<file path="config.mk">
export PLATFORM = sky130hd
export DESIGN_NAME = perf_event_counters
export DESIGN_NICKNAME = d
export VERILOG_FILES = /design/src/rtl/perf_event_counters.sv
export SDC_FILE = /design/constraint.sdc
export NUM_CORES = 1
export LEC_CHECK = 0
export ABC_AREA = 0
export BUFFER_PORTS_ARGS = -buffer_cell sky130_fd_sc_hd__buf_2
export CORE_UTILIZATION = 60
export CTS_CLUSTER_DIAMETER = 30
export DETAILED_ROUTE_END_ITERATION = 7
export HOLD_SLACK_MARGIN = 0.03
export PLACE_DENSITY_LB_ADDON = 0.2
export SLEW_MARGIN = 20
export SYNTH_ARGS = -nofsm -noshare
export SYNTH_HDL_FRONTEND = slang
export SYNTH_SLANG_ARGS = --single-unit
export TNS_END_PERCENT = 50
</file>
<file path="constraint.sdc">
create_clock -name clk -period 3.2 [get_ports clk]
set_input_delay 0.48 -clock clk [delete_from_list [all_inputs] [get_ports clk]]
set_output_delay 0.48 -clock clk [all_outputs]
set_load 0.01 [all_outputs]
</file>
<file path="src/rtl/perf_event_counters.sv">
// Performance event counters: one cycle counter plus NUM_EVENTS event counters.
// Counting is gated by an IDLE/RUN/FROZEN state machine, and counters are read through a registered select port.
module perf_event_counters #(
  parameter int NUM_EVENTS = 5,
  parameter int CNT_WIDTH  = 32,
  parameter int SEL_WIDTH  = 3,
  parameter bit SATURATE   = 1'b0
) (
  input  logic                  clk,
  input  logic                  rst,
  input  logic                  start,
  input  logic                  stop,
  input  logic                  clr,
  input  logic                  halt,
  input  logic [NUM_EVENTS-1:0] events,
  input  logic                  rd_req,
  input  logic [SEL_WIDTH-1:0]  rd_sel,
  output logic                  rd_valid,
  output logic [CNT_WIDTH-1:0]  rd_data,
  output logic [NUM_EVENTS:0]   ovf,
  output logic                  running,
  output logic                  frozen
);

  localparam int NUM_CNT = NUM_EVENTS + 1;

  typedef enum logic [1:0] {
    ST_IDLE   = 2'd0,
    ST_RUN    = 2'd1,
    ST_FROZEN = 2'd2
  } state_t;

  state_t               state_q, state_d;
  logic                 running_q, running_d;
  logic                 frozen_q, frozen_d;
  logic [CNT_WIDTH-1:0] cnt_q [NUM_CNT];
  logic [CNT_WIDTH-1:0] cnt_d [NUM_CNT];
  logic [NUM_EVENTS:0]  ovf_q, ovf_d;
  logic [NUM_EVENTS:0]  inc_s;
  logic                 rd_valid_q, rd_valid_d;
  logic [CNT_WIDTH-1:0] rd_data_q, rd_data_d;
  logic [CNT_WIDTH-1:0] sel_val_s;

  // Next-state logic; in IDLE a same-cycle stop is ignored, and clr only leaves FROZEN.
  always_comb begin
    state_d = state_q;
    case (state_q)
      ST_IDLE: begin
        if (start) state_d = ST_RUN;
        else       state_d = ST_IDLE;
      end
      ST_RUN: begin
        if (halt || stop) state_d = ST_FROZEN;
        else              state_d = ST_RUN;
      end
      ST_FROZEN: begin
        if (clr) state_d = ST_IDLE;
        else     state_d = ST_FROZEN;
      end
      default: state_d = ST_IDLE;
    endcase
  end

  // Status outputs are registered from the next state so they track state_q exactly.
  always_comb begin
    running_d = (state_d == ST_RUN);
    frozen_d  = (state_d == ST_FROZEN);
  end

  // Counter update; clr wins over a same-cycle increment, and ovf is sticky until clr.
  always_comb begin
    inc_s[0]            = (state_q == ST_RUN);
    inc_s[NUM_EVENTS:1] = events & {NUM_EVENTS{state_q == ST_RUN}};
    ovf_d               = ovf_q;
    for (int i = 0; i < NUM_CNT; i++) begin
      cnt_d[i] = cnt_q[i];
      if (clr) begin
        cnt_d[i] = '0;
        ovf_d[i] = 1'b0;
      end else if (inc_s[i]) begin
        if (&cnt_q[i]) begin
          ovf_d[i] = 1'b1;
          if (SATURATE) cnt_d[i] = cnt_q[i];
          else          cnt_d[i] = '0;
        end else begin
          cnt_d[i] = cnt_q[i] + CNT_WIDTH'(1);
        end
      end else begin
        cnt_d[i] = cnt_q[i];
      end
    end
  end

  // Read mux is an AND-OR over pre-update values, so out-of-range selects give 0.
  always_comb begin
    sel_val_s = '0;
    for (int k = 0; k < NUM_CNT; k++) begin
      sel_val_s = sel_val_s | (cnt_q[k] & {CNT_WIDTH{rd_sel == SEL_WIDTH'(k)}});
    end
    rd_valid_d = rd_req;
    if (rd_req) rd_data_d = sel_val_s;
    else        rd_data_d = rd_data_q;
  end

  // State, counters, flags and read port registers.
  always_ff @(posedge clk or negedge rst) begin
    if (!rst) begin
      state_q    <= ST_IDLE;
      running_q  <= 1'b0;
      frozen_q   <= 1'b0;
      ovf_q      <= '0;
      rd_valid_q <= 1'b0;
      rd_data_q  <= '0;
      for (int i = 0; i < NUM_CNT; i++) cnt_q[i] <= '0;
    end else begin
      state_q    <= state_d;
      running_q  <= running_d;
      frozen_q   <= frozen_d;
      ovf_q      <= ovf_d;
      rd_valid_q <= rd_valid_d;
      rd_data_q  <= rd_data_d;
      for (int i = 0; i < NUM_CNT; i++) cnt_q[i] <= cnt_d[i];
    end
  end

  assign rd_valid = rd_valid_q;
  assign rd_data  = rd_data_q;
  assign ovf      = ovf_q;
  assign running  = running_q;
  assign frozen   = frozen_q;

endmodule

</file>
# Yosys cells after proc, flatten, opt, wreduce, memory -nomap -nowiden
# Index checks and enable logic that the tools add are counted.
# op_classes
n_addsub,6
n_mul,0
div_mod_pow,0
magnitude_cmp,0
eq_ne,9
shift,0
mux,40
bitwise_logic,12
reduce_logical,27
# op_table
cell,n
$mux W32,18
$add A32 B1 Y32 const B,6
$and A32 B32 Y32,6
$reduce_and A32 Y1,6
$or A32 B32 Y32,5
$reduce_bool A2 Y1,12
$mux W1,19
$reduce_and A2 Y1,6
$eq A3 B2 Y1 const B,2
$eq A3 B3 Y1 const B,2
$pmux W2 S3,1
$and A5 B5 Y5,1
$eq A2 B1 Y1 const B,2
$eq A2 B2 Y1 const B,2
$mux W2,2
$eq A3 B1 Y1 const B,1
$logic_not A3 Y1,1
$logic_not A2 Y1,1
$logic_or A1 B1 Y1,1
# totals
register_bits,235
latchBits,0
ramBits,0
rom_bits,0
input_bits,15
output_inout_bits,41
elab_cells,111
n_memories,0

# Logic depth before layout (Yosys ltp)
# logic_depth
word_depth,7
depth_mapped,9
ltp_nobuf,6

# Least setup slack after synthesis
# No wires, ideal clock.
# synth_path
kind,input port to flip-flop
from,input events[4]
to,register cnt_q[30] in the netlist's numbering
setup_ps,77
arrival_ps,1878
t_required_ps,3123
setup_slack_ps,1244
cell_stages,6
path_buffers,1
path_cell_list,and3b_1 -> clkbuf_1 -> o211ai_1 -> or3_1 -> or3_1 -> a21oi_1
# synth_between
elab_chain_cells,2
# synth_lines
item,line_no,rtl
from (decl),15,"input logic [NUM_EVENTS-1:0] events,"
$and A5 B5 Y5,73,inc_s[NUM_EVENTS:1] = events & {NUM_EVENTS{state_q == ST_RUN}};
$reduce_bool A2 Y1 (no line),-,
to (decl),36,logic [CNT_WIDTH-1:0] cnt_q [NUM_CNT];
# No other way between the ends.
# A chain may end at the register's enable or synchronous reset.

# Worst setup path after layout
# layout_path
from,register cnt_q[68] in the netlist's numbering
to,register cnt_q[90] in the netlist's numbering
# layout_between
elab_chain_cells,4
elab_cells_between_ends,5
classes_between,add/sub (1); mux (3); reduce/logical (1)
# layout_lines
item,line_no,rtl
$add A32 B1 Y32 / $reduce_and A32 Y1 (equally long branches),"86, 81",
$mux W32 (*),81,if (&cnt_q[i]) begin
$mux W32 (*),80,end else if (inc_s[i]) begin
$mux W32 (*),77,if (clr) begin
# Every way passes the cells marked *; elsewhere a longest branch is shown, timed or not. The select of a mux whose other input is x is not followed.

==> results.yml <==
setup_path:
  cp-end-kind: "flip-flop"
  required_ps: 3620
  worstPathMaxFanout: 19
  arrival_ps: 3040
  ff2ff_setup_slack_ps: 580
  worst-setup-path-type: "flip-flop to flip-flop"
  startpoint_type: "flip-flop"
grt:
  grt_pass1_wl_um: 60300
  top_usage_layer: "met2"
  grt_pass1_vias: 10894
  antenna_found_initial: 1
  grtUsageMet3_pct: 8.07
  grt_max_degree: 97
  gr-usage-met2_pct: 53.1
  met1_usage_pct: 48.9
  grt-ovfl-total: 0
  grt_use_total_pct: 35.5
synthesis:
  syn_inst: 1411
  synth-seq-cells: 235
  synth.distinct_cells: 63
  yosysTopAreaCellShare_pct: 45.3
  ys.flop_type: "dfrtp_1"
  postSynth.asyncResetShare_pct: 100
  ys.warnings.count: 0
  seq_area_frac_synth_pct: 45.3
  synth_fp_nets: 1432
  synthTopCellsByArea: "dfrtp_1 45%, nor2_1 6.9%, xor2_1 6.0%"
  syn_avg_cell_area_sq_um: 9.20
  synth-edff-count: 0
  netlist_area_sq_um: 13000
  synth_largest_area_cell: "dfrtp_1"
clock_tree:
  post_cts_resized: 0
  clockBufferDepth: 3
  clkLatencyLatePin_ps: 540
  root_buffer: "clkbuf_16"
  clk_pin_slew_ps: 50
  h-tree-depth: 2
  tritoncts: "done"
  cts.sinks: 235
  cts_made_buffers: 53
detailed_routing:
  dr.pass1.iters: 8
  drc_errors: 1
  wl_per_cell_um: 21.5
  dr.first_iter.drc_count: 1117
  via_per_inst: 6.42
  vias: 11453
  detail-route-antenna-nets: 0
  drt-total-wl_um: 38400
floorplan:
  core_area_sq_um: 21100
  start_util_pct: 61.6
  die_area_sq_um: 22200
  dieWidth_um: 149
  die_height_um: 149
  pin_count: 56
  rows: 53
pwr:
  p_per_area_nw_per_um2: 596
  vdd_drop_max_mv: 0.427
  p_leak_uw: 0.00643
  power_uw: 9090
timing:
  finalSetupViolCount: 0
  slew_headroom_pct: 29.4
  fin_crit_ps: 2620
  min_period_over_period_pct: 81.9
  drv_slew: 0
  rsz0062_at_grt: "false"
  finalHoldViolCount: 0
  final.setup.tns_ps: 0
  worstMarginPinSlew_ps: 1050
  fmax_mhz: 381
  fin_worst_skew_ps: 11.7
  fin_ws_ps: 579
finish:
  n_antenna_cell: 0
  syn2layout_area_growth_pct: 17.6
  drive_gt1_share_pct: 13.3
  fillCellCount: 1510
  nets: 1486
  final_area_sq_um: 15300
flow_run:
  max_cap_violations: 0
place:
  post-place-ws_ps: 551
  place_hpwl_um: 26900
  portBuffers: 55
  post_dp_cell_area_sq_um: 13500
  gp_congestion: 0.948
run_status:
  status: "finished, violations left"
  violations: "DRC"
worst_hold_path:
  min_path_type: "input pin to flip-flop"
-- cells in the final DEF (no fill, tap or decap), types with 31 or more instances in the layout --
cell type / instances
xor2_1: 89
buf_2: 54
nor3_1: 40
nor2_1: 239
xnor2_1: 85
a21oi_1: 39
o21ai_0: 44
clkbuf_16: 53
dfrtp_1: 235
nand4_1: 67
mux2i_1: 43
nand3_1: 62
inv_1: 31
nand2_1: 116
-- repair_timing --
action / 4_1_cts / 5_1_grt
hold buffers: 1 / 0
setup buffers: 0 / 0
setup endpoints to repair: 0 / 0
hold endpoints to repair: 64 / 0
-- final timing paths --
kind                       startpoint         end  cells past startpoint
max in group asynchronous         rst  cnt_q[165]                      3
min                             start     running                      3
min in group asynchronous         rst   cnt_q[73]                      2
max reg2reg                 cnt_q[68]   cnt_q[90]                      6
max                         cnt_q[68]   cnt_q[90]                      6
min reg2reg                    ovf[0]      ovf[0]                      1
-- kinds of logic after synthesis --
kind of cell | share of synthesized area [%]
muxes | 3.58
and+or+nand+nor | 24.6
buffers and inverters | 3.72
adders and majority gates | 0.578
xor gates and xnor gates | 11.7
DFF | 45.3
AOI/OAI and AO/OA | 10.5
-- per-stage QoR --
stage	cells	util [%]	hold WS [ps]
3_3_place_gp	1684	63.9	467
2_1_floorplan	1411	-	184
3_5_place_dp	1684	63.9	465
6_report	1783	72.4	218
4_1_cts	1783	72.4	220
5_1_grt	1783	72.4	245
-- layout make-up --
class / count / area, sq um / share of cell area (%)
multi-input cells: 1064 / 6640 / 43.5
flip-flops and latches: 235 / 5880 / 38.5
clock buffers: 64 / 1430 / 9.35
repair buffers: 79 / 505 / 3.31
clock inverters: 34 / 353 / 2.31
well taps: 275 / 344 / 2.25
inverters: 32 / 120 / 0.787
-- worst max-delay path, cell delays in order, from the launching register on --
cell	delay, ps
dfrtp_1	460
nand4_1	320
nor4_4	810
nand3_1	320
o21ai_2	240
buf_4	260
nor2_1	90
-- power breakdown --
| group | total [uW] | leakage [uW] | internal (uW) | switching, uW |
|---|---|---|---|---|
| Combinational | 589 | 0.00235 | 178 | 411 |
| Clock | 5310 | 0.000848 | 3570 | 1730 |
| Sequential | 3200 | 0.00323 | 3060 | 135 |
| Total | 9090 | 0.00643 | 6810 | 2280 |
-- per-layer routing --
metal | up-vias | share of wire (%)
met1 | 5591 | 41
li1 | 5124 | -
met5 | - | 0
met3 | 113 | 10
met2 | 625 | 45
met4 | 0 | 4.7
-- sequential cells by signal, indices dropped and copies added, names as in the netlist --
signal and cells:
cnt_q 192, frozen 1, ovf 6, rd_data 32
rd_valid 1, running 1, state_q 2
-- synth_stat cells (all sizes together) (20+ instances only) --
cell / number
xor2: 89
a21oi: 41
and4: 20
o211ai: 30
xnor2: 85
buf: 28
clkbuf: 52
nor3: 41
nor4: 28
nand4: 69
mux2i: 43
dfrtp: 235
o21ai: 49
nor2: 242
nand2: 116
and3: 20
nand3: 62
inv: 32
(Power assumes the default switching activity.)
